`config.mk`:
```
export PLATFORM = sky130hd
export DESIGN_NAME = input_keypad_encoder
export DESIGN_NICKNAME = d
export VERILOG_FILES = /design/src/rtl/input_keypad_encoder.sv
export SDC_FILE = /design/constraint.sdc
export NUM_CORES = 1
export LEC_CHECK = 0
export CORE_MARGIN = 2
export CORE_UTILIZATION = 59
export CTS_CLUSTER_SIZE = 28
export DETAILED_ROUTE_END_ITERATION = 8
export MAX_ROUTING_LAYER = met4
export PLACE_DENSITY = 0.88
export REMOVE_ABC_BUFFERS = 1
export SYNTH_ARGS = -nofsm -noshare
export SYNTH_HDL_FRONTEND = slang
export SYNTH_SLANG_ARGS = --single-unit
```
`constraint.sdc`:
```
create_clock -name Clk -period 5.2 [get_ports Clk]
set_input_delay 0.78 -clock Clk [delete_from_list [all_inputs] [get_ports Clk]]
set_output_delay 0.78 -clock Clk [all_outputs]
set_load 0.005 [all_outputs]
```
`src/rtl/input_keypad_encoder.sv`:
```
// 4x4 keypad scanner/encoder: column scan, row debounce, one command per press toward the controller.
// Auto-repeat of a held key is enabled by defining KEYPAD_REPEAT_EN; the default build issues one command per press.
module input_keypad_encoder #(
  parameter int DEB_CYC  = 16,
  parameter int SCAN_CYC = 4
) (
  input  logic       Clk,
  input  logic       Reset,
  output logic [3:0] col_n,
  input  logic [3:0] row_n,
  output logic [4:0] in_cmd,
  output logic       in_valid,
  input  logic       in_ack
);

  localparam logic [1:0] ST_SCAN     = 2'd0;
  localparam logic [1:0] ST_DEBOUNCE = 2'd1;
  localparam logic [1:0] ST_PRESENT  = 2'd2;
  localparam logic [1:0] ST_RELEASE  = 2'd3;

  localparam int              DW         = (SCAN_CYC > 4) ? $clog2(SCAN_CYC) : 2;
  localparam logic [DW-1:0]   DWELL_LAST = DW'(SCAN_CYC - 1);
  localparam logic [7:0]      DEB_LAST   = 8'(DEB_CYC - 1);
`ifdef KEYPAD_REPEAT_EN
  localparam logic [11:0]     REP_LAST   = 12'(16 * DEB_CYC - 1);
`endif

  logic [3:0]    sync1_q;
  logic [3:0]    rs_q;
  logic [1:0]    state_q, state_d;
  logic [1:0]    col_q, col_d;
  logic [1:0]    row_q, row_d;
  logic [DW-1:0] dwell_q, dwell_d;
  logic [7:0]    cnt_q, cnt_d;
  logic [4:0]    cmd_q, cmd_d;
`ifdef KEYPAD_REPEAT_EN
  logic [11:0]   rep_q, rep_d;
`endif

  logic       any_low;
  logic [1:0] low_row;
  logic       row_held;

  // Rows are asynchronous to Clk; only rs_q is used for decisions.
  always_ff @(posedge Clk) begin
    if (!Reset) begin
      sync1_q <= 4'hF;
      rs_q    <= 4'hF;
    end else begin
      sync1_q <= row_n;
      rs_q    <= sync1_q;
    end
  end

  always_comb begin
    any_low = (rs_q != 4'hF);
    low_row = 2'd0;
    for (int i = 3; i >= 0; i--) begin
      if (!rs_q[i]) low_row = 2'(i);
    end
  end

  assign row_held = !rs_q[row_q];

  always_comb begin
    state_d = state_q;
    col_d   = col_q;
    row_d   = row_q;
    dwell_d = dwell_q;
    cnt_d   = cnt_q;
    cmd_d   = cmd_q;
`ifdef KEYPAD_REPEAT_EN
    rep_d   = rep_q;
`endif
    case (state_q)
      ST_SCAN: begin
        if (dwell_q == DWELL_LAST) begin
          dwell_d = '0;
          if (any_low) begin
            state_d = ST_DEBOUNCE;
            row_d   = low_row;
            cnt_d   = 8'd0;
          end else begin
            col_d = col_q + 2'd1;
          end
        end else begin
          dwell_d = dwell_q + DW'(1);
        end
      end
      ST_DEBOUNCE: begin
        if (!row_held) begin
          state_d = ST_SCAN;
          col_d   = 2'd0;
          dwell_d = '0;
          cnt_d   = 8'd0;
        end else if (cnt_q == DEB_LAST) begin
          state_d = ST_PRESENT;
          cnt_d   = 8'd0;
          cmd_d   = {1'b0, row_q, col_q} + 5'd1;
        end else begin
          cnt_d = cnt_q + 8'd1;
        end
      end
      ST_PRESENT: begin
        if (in_ack) begin
          state_d = ST_RELEASE;
          cnt_d   = 8'd0;
`ifdef KEYPAD_REPEAT_EN
          rep_d   = 12'd0;
`endif
        end
      end
      ST_RELEASE: begin
        // Only the held column is driven, so any low row means the key is still down.
        if (any_low) begin
          cnt_d = 8'd0;
        end else if (cnt_q == DEB_LAST) begin
          state_d = ST_SCAN;
          col_d   = 2'd0;
          dwell_d = '0;
          cnt_d   = 8'd0;
        end else begin
          cnt_d = cnt_q + 8'd1;
        end
`ifdef KEYPAD_REPEAT_EN
        if (row_held) begin
          if (rep_q == REP_LAST) begin
            state_d = ST_PRESENT;
            rep_d   = 12'd0;
            cnt_d   = 8'd0;
          end else begin
            rep_d = rep_q + 12'd1;
          end
        end else begin
          rep_d = 12'd0;
        end
`endif
      end
      default: state_d = ST_SCAN;
    endcase
  end

  always_ff @(posedge Clk) begin
    if (!Reset) begin
      state_q <= ST_SCAN;
      col_q   <= 2'd0;
      row_q   <= 2'd0;
      dwell_q <= '0;
      cnt_q   <= 8'd0;
      cmd_q   <= 5'd0;
`ifdef KEYPAD_REPEAT_EN
      rep_q   <= 12'd0;
`endif
    end else begin
      state_q <= state_d;
      col_q   <= col_d;
      row_q   <= row_d;
      dwell_q <= dwell_d;
      cnt_q   <= cnt_d;
      cmd_q   <= cmd_d;
`ifdef KEYPAD_REPEAT_EN
      rep_q   <= rep_d;
`endif
    end
  end

  // cmd_q is retained through RELEASE so a repeat re-presents the same code.
  assign col_n    = ~(4'b0001 << col_q);
  assign in_valid = (state_q == ST_PRESENT);
  assign in_cmd   = in_valid ? cmd_q : 5'd0;

endmodule

```
==> results of run 1 <==
[power by group]
group	total [mW]	switching [mW]	leakage, nW	internal [mW]
Sequential	0.237	0.00789	0.236	0.229
Clock	0.127	0.0762	0.0320	0.0513
Combinational	0.0443	0.0219	0.399	0.0224
[final timing paths]
kind / to / slack, ns / cells past startpoint
setup / recovery: in_cmd[0] / 2.41 / 3
hold / removal: rs_q[3] / 0.41 / 1
setup reg to reg: cnt_q[5] / 3.10 / 5
hold reg to reg: rs_q[3] / 0.41 / 1
[critical path: cells and delay by family, from the launching register on]
kind                   cells  cell delay [ns]
buffers and inverters      1             0.50
flip-flops                 1             0.62
AND/OR/NAND/NOR            2             0.55
[state kept, by name, summed over array words and instances, names as in the netlist, named ones only]
name     cells
cmd_q        5
cnt_q        8
dwell_q      2
rs_q         4
state_q      1
sync1_q      4
col_q        2
row_q        2
[cells in the final DEF (no fill, tap or decap), drive strengths merged]
cell and n:
a31oi 5, clkinv 2, and2 5, nor3 1, nand2 10, nand4b 1
clkdlybuf4s50 16, ha 6, nor3b 2, or3 1, and4 1, mux2 1
a21oi 12, a21boi 2, dfxtp 29, o21ai 8, a41oi 1, inv 8
nand3b 2, a22oi 3, nor4 1, clkbuf 6, mux2i 6, and3b 1
nand2b 9, xor2 1, nand3 5, nor2b 4, nand4 3, a211oi 4
and3 2, nor2 16, a221oi 2, a21bo 1, a221o 1, xnor2 1
[area by class of cell]
type                            count  area, um2  share of cell area, %
Clock buffer                        6      41.29                  2.416
Clock inverter                      2      10.01                 0.5857
Inverter                            8      30.03                  1.757
Multi-Input combinational cell    118      849.6                  49.71
Sequential cell                    29      580.6                  33.97
Tap cell                           30      37.54                  2.196
Timing Repair Buffer               16      160.2                  9.370
[routing by layer]
layer	track usage (%)	part of all wire [%]	up-vias
met4	10.00	1.3	0
met5	-	0	-
met1	21.86	43	556
li1	-	-	601
met2	39.56	51	34
met3	10.11	4.5	4
[metrics by stage]
step	cell area, um2	worst slack, ns	hold WS (ns)
finish	1709	2.413	0.4142
floorplan	1460	3.378	0.3863
global placement	1658	2.640	0.3953
global route	1709	2.296	0.4394
CTS	1709	2.397	0.4184
detailed placement	1658	2.509	0.3969
[cell families after synthesis]
group                      Yosys count
and+or+nand+nor                     64
AOI/OAI and AO/OA                   39
DFF                                 29
buffers and inverters               16
muxes                                7
adders and majority gates            6
xor gates and xnor gates             2
==> results.toml, run 1 <==
[grt]
largest_net_degree_at_the_start_of_global_routing = 17
first_global_vias = 1093
grt_use_total_pct = 22.85
number_of_antenna_violations_at_the_first_check_in_global_routing = 0
grt_pass1_wl_um = 4519
globalRoute.totalOverflow = 0

[sta]
tightestPinTransition_ns = 0.7102
finalHoldViolations = 0
finalSetupTns_ns = 0
crit_path_time_final_ns = 2.787
timing.fmax_ghz = 0.3589
drv_slew = 0
slew-limit-headroom_pct = 52.66
tcrit_tclk_final_pct = 53.59
worst_clock_skew_ns = 0.007787
setup_viol_count_final = 0
rsz_0062_raised_after_global_routing = "false"

[die]
fp.dieH_um = 54.45
core_um2 = 2455
design.die.area_um2 = 2964
chipWidth_um = 54.45
rows = 18
start_util_pct = 61.16
num_io_pins = 17

[logic_synthesis]
most_frequently_used_cell_type_in_the_post_synthesis_netlist = "dfxtp_1"
netlist_instances = 163
yosysWarningCount = 0
synth_top_family_by_area = "simple AND/OR/NAND/NOR gates"
postSynthRegisterBits = 29
syn_area_um2 = 1501
synth_async_sr_flop_share_pct = 0
synthTopCellsByCount = "dfxtp_1 (29), nor2_1 (15), a21oi_1 (12), nand2_1 (10), nand2b_1 (9)"
synth_compound_area_share_pct = 19.08
post_synth_xor_area_fraction_pct = 1.167
post_synth_main_area_contributors = "dfxtp_1 (39%), ha_1 (5.0%), a21oi_1 (4.0%), nand2b_1 (3.8%), nor2_1 (3.8%)"
synth-edff-count = 0
synth_sequential_area_ratio_pct = 38.67
yosysUniqueCellTypes = 45
synth_top_cell_area_share_pct = 38.67
yosys.area_share.simple_pct = 25.50
muxShareOfSynthArea_pct = 5.833
synth_area_per_cell_um2 = 9.211
yosys.area_share.adder_pct = 5.000
synth_top_flop_cell = "dfxtp_1"
synth_top_cell_by_area = "dfxtp_1"

[finish]
layout_area_growth_over_synthesis_pct = 13.83
final_standard_cell_utilization_of_the_core_pct = 69.62
fraction_of_final_layout_cells_sized_beyond_drive_strength_1_pct = 10.61
final_cell_count_no_fill = 209
antenna_cells_inserted = 0
finish.net_count = 191
filler_cell_count = 201

[detailed_routing]
antenna_left = 0
drt_iter0_markers = 24
detailed_route_vias_per_instance = 5.718
detail_route.wirelength_um = 2795
routedWlPerCell_um = 13.37
route.vias.total = 1195
drt-pass1-iter-count = 4
drc = 0

[setup_path]
crit_path_max_fanout = 12
worstPathArrival_ns = 2.01
setup.worst_path.end_class = "output port"
crit_slowest_cell = "dfxtp_1"
worst-endpoint-required_ns = 4.42
worstPathCellList = "nor2b_1 -> and2_1 -> clkdlybuf4s50_1"
cp-start-kind = "flip-flop"
timing.critical_path.slowest_cell_delay_ns = 0.62
path_class = "flip-flop to output port"

[place]
dp.final_hpwl_um = 2062
portBuffers = 16
place_inst = 201
gpl.final_weighted_congestion = 0.7632

[clock_tree]
clock_tree_from_tritoncts = "done"
numCtsBuffers = 5
holdBufCountCts = 0
cts.repair.resized = 0
clockBufferDepth = 2
cts_setup_buffers = 0
path_clk_slew_ns = 0.09
root_buffer = "clkbuf_4"
clock_sinks = 29
clock_insertion_delay_worst_skew_ns = 0.33
cts_max_level = 2

[power]
p_leak_nw = 0.6676
power.ir.vdd_worst_mv = 0.2265
totalPowerFinal_mw = 0.4089
pwr_density_cell_nw_per_um2 = 239.2

[run]
max_cap_violations = 0

[min_path]
worstHoldPathType = "flip-flop to flip-flop"
min_from = "sync1_q[3]"

[run_status]
outcome = "finished clean"
No activity file was read; power rests on OpenSTA's default activity.
==> run 2, diff against run 1 <==
--- a/config.mk
+++ b/config.mk
@@ -6,11 +6,11 @@
 export NUM_CORES = 1
 export LEC_CHECK = 0
 export CORE_MARGIN = 2
-export CORE_UTILIZATION = 59
+export CORE_UTILIZATION = 55
 export CTS_CLUSTER_SIZE = 28
 export DETAILED_ROUTE_END_ITERATION = 8
 export MAX_ROUTING_LAYER = met4
-export PLACE_DENSITY = 0.88
+export PLACE_DENSITY = 0.83
 export REMOVE_ABC_BUFFERS = 1
 export SYNTH_ARGS = -nofsm -noshare
 export SYNTH_HDL_FRONTEND = slang
==> constraint.sdc (replaced) <==
create_clock -name Clk -period 2.6 [get_ports Clk]
set_input_delay 0.39 -clock Clk [delete_from_list [all_inputs] [get_ports Clk]]
set_output_delay 0.39 -clock Clk [all_outputs]
set_load 0.005 [all_outputs]
==> results.toml, run 2 (same netlist as run 1, synthesis figures left out) <==
[finish]
top_register = "cnt_q"
filler_cell_count = 223
finish.net_count = 193
final_standard_cell_utilization_of_the_core_pct = 68.50
layout_area_growth_over_synthesis_pct = 15.08
fraction_of_final_layout_cells_sized_beyond_drive_strength_1_pct = 11.11
largest_reg_flops = 8
final_cell_count_no_fill = 210
top_regs = "cnt_q: 8 flops, cmd_q: 5 flops"
layout_common_cells = "dfxtp_1 (29), clkdlybuf4s50_1 (16), nor2_1 (15), a21oi_1 (12), nand2_1 (10)"
final_cell_area_um2 = 1728
layout_commonest_cell = "dfxtp_1"
antenna_cells_inserted = 0

[die]
num_io_pins = 17
start_util_pct = 59.52
chipWidth_um = 56.25
fp.dieH_um = 56.25
rows = 18
design.die.area_um2 = 3164
core_um2 = 2522

[power]
pwr_density_cell_nw_per_um2 = 480.6
power.ir.vdd_worst_mv = 0.3445
totalPowerFinal_mw = 0.8304
p_leak_nw = 0.6772

[sta]
drv_slew = 0
worst_clock_skew_ns = 0.004305
finalSetupTns_ns = 0
timing.fmax_ghz = 0.4520
tightestPinTransition_ns = 0.7013
tcrit_tclk_final_pct = 85.09
finalHoldViolations = 0
slew-limit-headroom_pct = 53.24
setup_viol_count_final = 0
crit_path_time_final_ns = 2.212
rsz_0062_raised_after_global_routing = "false"
whs_ns = 0.4107
setup_slack_ns = 0.3877

[setup_path]
critical_path_buf_inv_count = 1
cp-start-kind = "flip-flop"
crit_path_max_fanout = 14
setup.worst_path.end_class = "output port"
path_class = "flip-flop to output port"
worst-endpoint-required_ns = 2.21
crit_slowest_cell = "dfxtp_1"
worstPathCellList = "nor2b_1 -> and2_1 -> clkdlybuf4s50_1"
critical_path.top_delay_family = "flip-flops"
worstPathArrival_ns = 1.82
timing.critical_path.slowest_cell_delay_ns = 0.67

[clock_tree]
cts_setup_buffers = 0
clock_tree_from_tritoncts = "done"
holdBufCountCts = 0
clockBufferDepth = 2
clock_sinks = 29
root_buffer = "clkbuf_4"
cts_max_level = 2
numCtsBuffers = 5
path_clk_slew_ns = 0.08
cts.repair.resized = 0
clock_insertion_delay_worst_skew_ns = 0.32

[place]
portBuffers = 16
place_ws_ns = 0.5185
dpl_cell_area_um2 = 1673
place_inst = 203
gpl.final_weighted_congestion = 0.8566
dp.final_hpwl_um = 2073

[grt]
globalRoute.totalOverflow = 0
grt_use_total_pct = 19.82
first_global_vias = 1075
largest_net_degree_at_the_start_of_global_routing = 17
number_of_antenna_violations_at_the_first_check_in_global_routing = 0
grt_pass1_wl_um = 4781

[detailed_routing]
drc = 0
antenna_left = 0
drt-pass1-iter-count = 4
detailed_route_vias_per_instance = 5.938
detail_route.wirelength_um = 2867
routedWlPerCell_um = 13.65
route.vias.total = 1247
drt_iter0_markers = 35

[run_status]
outcome = "finished clean"

[run]
max_cap_violations = 0

[min_path]
worstHoldPathType = "flip-flop to flip-flop"
[run 2: metal layers]
layer  track usage (%)  vias to the layer above  part of all wire (%)
met5                 -                        -                     0
met4             10.20                        0                   2.2
met3             5.069                        7                   5.5
met2             32.44                       46                    50
met1             22.30                      584                    42
li1                  -                      610                     -
[run 2: worst paths after layout]
check	startpoint	to	slack, ns	depth (start not counted)
worst max-delay path	state_q[0]	in_cmd[4]	0.39	3
worst min-delay path	sync1_q[2]	rs_q[2]	0.41	1
worst max register to register	rs_q[1]	cnt_q[5]	0.56	5
worst min register to register	sync1_q[2]	rs_q[2]	0.41	1
[run 2: worst reg2reg max path: cells and delay by family, from the launching register on]
family | cells | cell delay (ns)
AOI/OAI and AO/OA | 3 | 1.02
DFF | 1 | 0.45
and+or+nand+nor | 2 | 0.46
[run 2: power by group]
part	internal, mW	switching, mW	total [mW]
Clock	0.127	0.140	0.267
Combinational	0.0454	0.0436	0.0890
Sequential	0.458	0.0162	0.475
[run 2: area by class of cell]
type,count,area [um2],share of cell area (%)
Multi-Input combinational cell,118,849.6,49.17
Sequential cell,29,580.6,33.60
Inverter,8,30.03,1.738
Timing Repair Buffer,18,175.2,10.14
Clock buffer,7,55.05,3.186
Tap cell,30,37.54,2.172
==> run 3, diff against run 2 <==
--- a/config.mk
+++ b/config.mk
@@ -5,10 +5,12 @@
 export SDC_FILE = /design/constraint.sdc
 export NUM_CORES = 1
 export LEC_CHECK = 0
+export CORE_ASPECT_RATIO = 0.6
 export CORE_MARGIN = 2
 export CORE_UTILIZATION = 55
 export CTS_CLUSTER_SIZE = 28
 export DETAILED_ROUTE_END_ITERATION = 8
+export GPL_TIMING_DRIVEN = 0
 export MAX_ROUTING_LAYER = met4
 export PLACE_DENSITY = 0.83
 export REMOVE_ABC_BUFFERS = 1
==> results.toml, run 3 (same netlist as run 1, synthesis figures left out) <==
[run_status]
outcome = "finished clean"

[finish]
fraction_of_final_layout_cells_sized_beyond_drive_strength_1_pct = 11.17
filler_cell_count = 199
layout_area_growth_over_synthesis_pct = 17.33
layout_commonest_cell = "dfxtp_1"
finish.net_count = 191
final_cell_area_um2 = 1762
top_register = "cnt_q"
final_standard_cell_utilization_of_the_core_pct = 69.36
antenna_cells_inserted = 0
top_regs = "cnt_q: 8 flops, cmd_q: 5 flops"
largest_reg_flops = 8
layout_common_cells = "dfxtp_1 (29), clkdlybuf4s50_1 (16), nor2_1 (15), a21oi_1 (12), nand2_1 (10)"

[setup_path]
setup.worst_path.end_class = "output port"
timing.reg2reg.worst_path_depth = 5
crit_path_max_fanout = 12
worstPathCellList = "nor2b_1 -> and2_1 -> clkdlybuf4s50_1"
register_to_register_setup_slack_ns = 0.50
critical_path.top_delay_family = "flip-flops"
critical_path_buf_inv_count = 1
path_class = "flip-flop to output port"
crit_slowest_cell = "dfxtp_1"
cp-start-kind = "flip-flop"
worstPathArrival_ns = 1.96
timing.critical_path.slowest_cell_delay_ns = 0.61
rr_endpoint = "cnt_q[5]"
worst-endpoint-required_ns = 2.21

[grt]
grt_use_total_pct = 22.75
number_of_antenna_violations_at_the_first_check_in_global_routing = 0
globalRoute.totalOverflow = 0
first_global_vias = 1126
largest_net_degree_at_the_start_of_global_routing = 17
grt_pass1_wl_um = 5050

[clock_tree]
clock_insertion_delay_worst_skew_ns = 0.28
cts.repair.resized = 0
root_buffer = "clkbuf_8"
path_clk_slew_ns = 0.06
clockBufferDepth = 2
cts_setup_buffers = 0
holdBufCountCts = 0
clock_sinks = 29
clock_tree_from_tritoncts = "done"
cts_max_level = 2
numCtsBuffers = 5

[sta]
whs_ns = 0.4100
tightestPinTransition_ns = 0.7153
finalHoldViolations = 0
worst_clock_skew_ns = 0.003115
timing.fmax_ghz = 0.4252
crit_path_time_final_ns = 2.352
drv_slew = 0
slew-limit-headroom_pct = 52.31
tcrit_tclk_final_pct = 90.46
setup_slack_ns = 0.2480
finalSetupTns_ns = 0
setup_viol_count_final = 0
rsz_0062_raised_after_global_routing = "false"

[detailed_routing]
detailed_route_vias_per_instance = 5.739
routedWlPerCell_um = 15.02
route.vias.total = 1211
drc = 0
antenna_left = 0
drt-pass1-iter-count = 4
detail_route.wirelength_um = 3170
drt_iter0_markers = 92

[min_path]
hold-path-endpoint = "rs_q[3]"
worstHoldPathType = "flip-flop to flip-flop"
hold-path-cell-count = 1
min_from = "sync1_q[3]"

[run]
max_cap_violations = 0

[power]
p_leak_nw = 0.6898
power.ir.vdd_worst_mv = 0.3920
pwr_density_cell_nw_per_um2 = 554.1

[die]
core_um2 = 2540
chipWidth_um = 71.45
num_io_pins = 17
fp.dieH_um = 44.47
rows = 14
design.die.area_um2 = 3177
start_util_pct = 59.11

[place]
dpl_cell_area_um2 = 1660
gpl.final_weighted_congestion = 0.7947
place_ws_ns = 0.2624
portBuffers = 16
dp.final_hpwl_um = 2346
==> run 3: cell count changes in the layout (fill, tap and decap cells not counted) <==
cell / change
buf_4: -2
clkbuf_1: -1
clkbuf_4: -5
clkbuf_8: +6
clkinv_2: +1
==> run 3: worst max path at each step <==
stage          startpoint         to  slack, ns  cells after the start
2_1_floorplan   flip-flop   cnt_q[5]       0.89                      5
3_3_place_gp        Reset   cnt_q[5]       0.33                      5
3_5_place_dp        Reset   cnt_q[5]       0.26                      5
4_1_cts         flip-flop  in_cmd[0]       0.26                      3
5_1_grt         flip-flop  in_cmd[0]       0.16                      3
6_report        flip-flop  in_cmd[0]       0.25                      3
==> run 3: through the flow <==
stage	power [mW]	cells
after floorplan	0.5397	155
after global placement	0.5683	203
after detailed placement	0.5757	203
after CTS	0.9840	211
after global routing	1.020	211
final	0.9762	211
==> run 3: cell type report <==
cell class / instances / area [um2] / share of cell area, %
multi-input cells: 118 / 849.6 / 48.22
flip-flops and latches: 29 / 580.6 / 32.95
repair buffers: 16 / 160.2 / 9.091
clock buffers: 7 / 96.34 / 5.469
well taps: 32 / 40.04 / 2.273
inverters: 8 / 30.03 / 1.705
clock inverters: 1 / 5.005 / 0.2841
==> run 3: worst reg2reg max path: cells and delay by family (launching register included) <==
family	cells	cell delay, ns
AO/OA/AOI/OAI	3	0.97
flip-flops	1	0.61
AND/OR/NAND/NOR	2	0.39
==> run 3: routing by layer <==
layer  up-vias  global-route usage, %  routed length, um
li1        606                      -                  -
met3         8                  7.517                161
met1       567                  26.40               1473
met2        30                  36.48               1474
met4         0                  10.19                 61
met5         -                      -                  0
==> run 3: report_power, final <==
part | switching, mW | leakage (nW) | internal, mW
sequential | 0.0159 | 0.236 | 0.459
combinational | 0.0470 | 0.399 | 0.0448
clock | 0.171 | 0.0542 | 0.239
total | 0.234 | 0.690 | 0.743
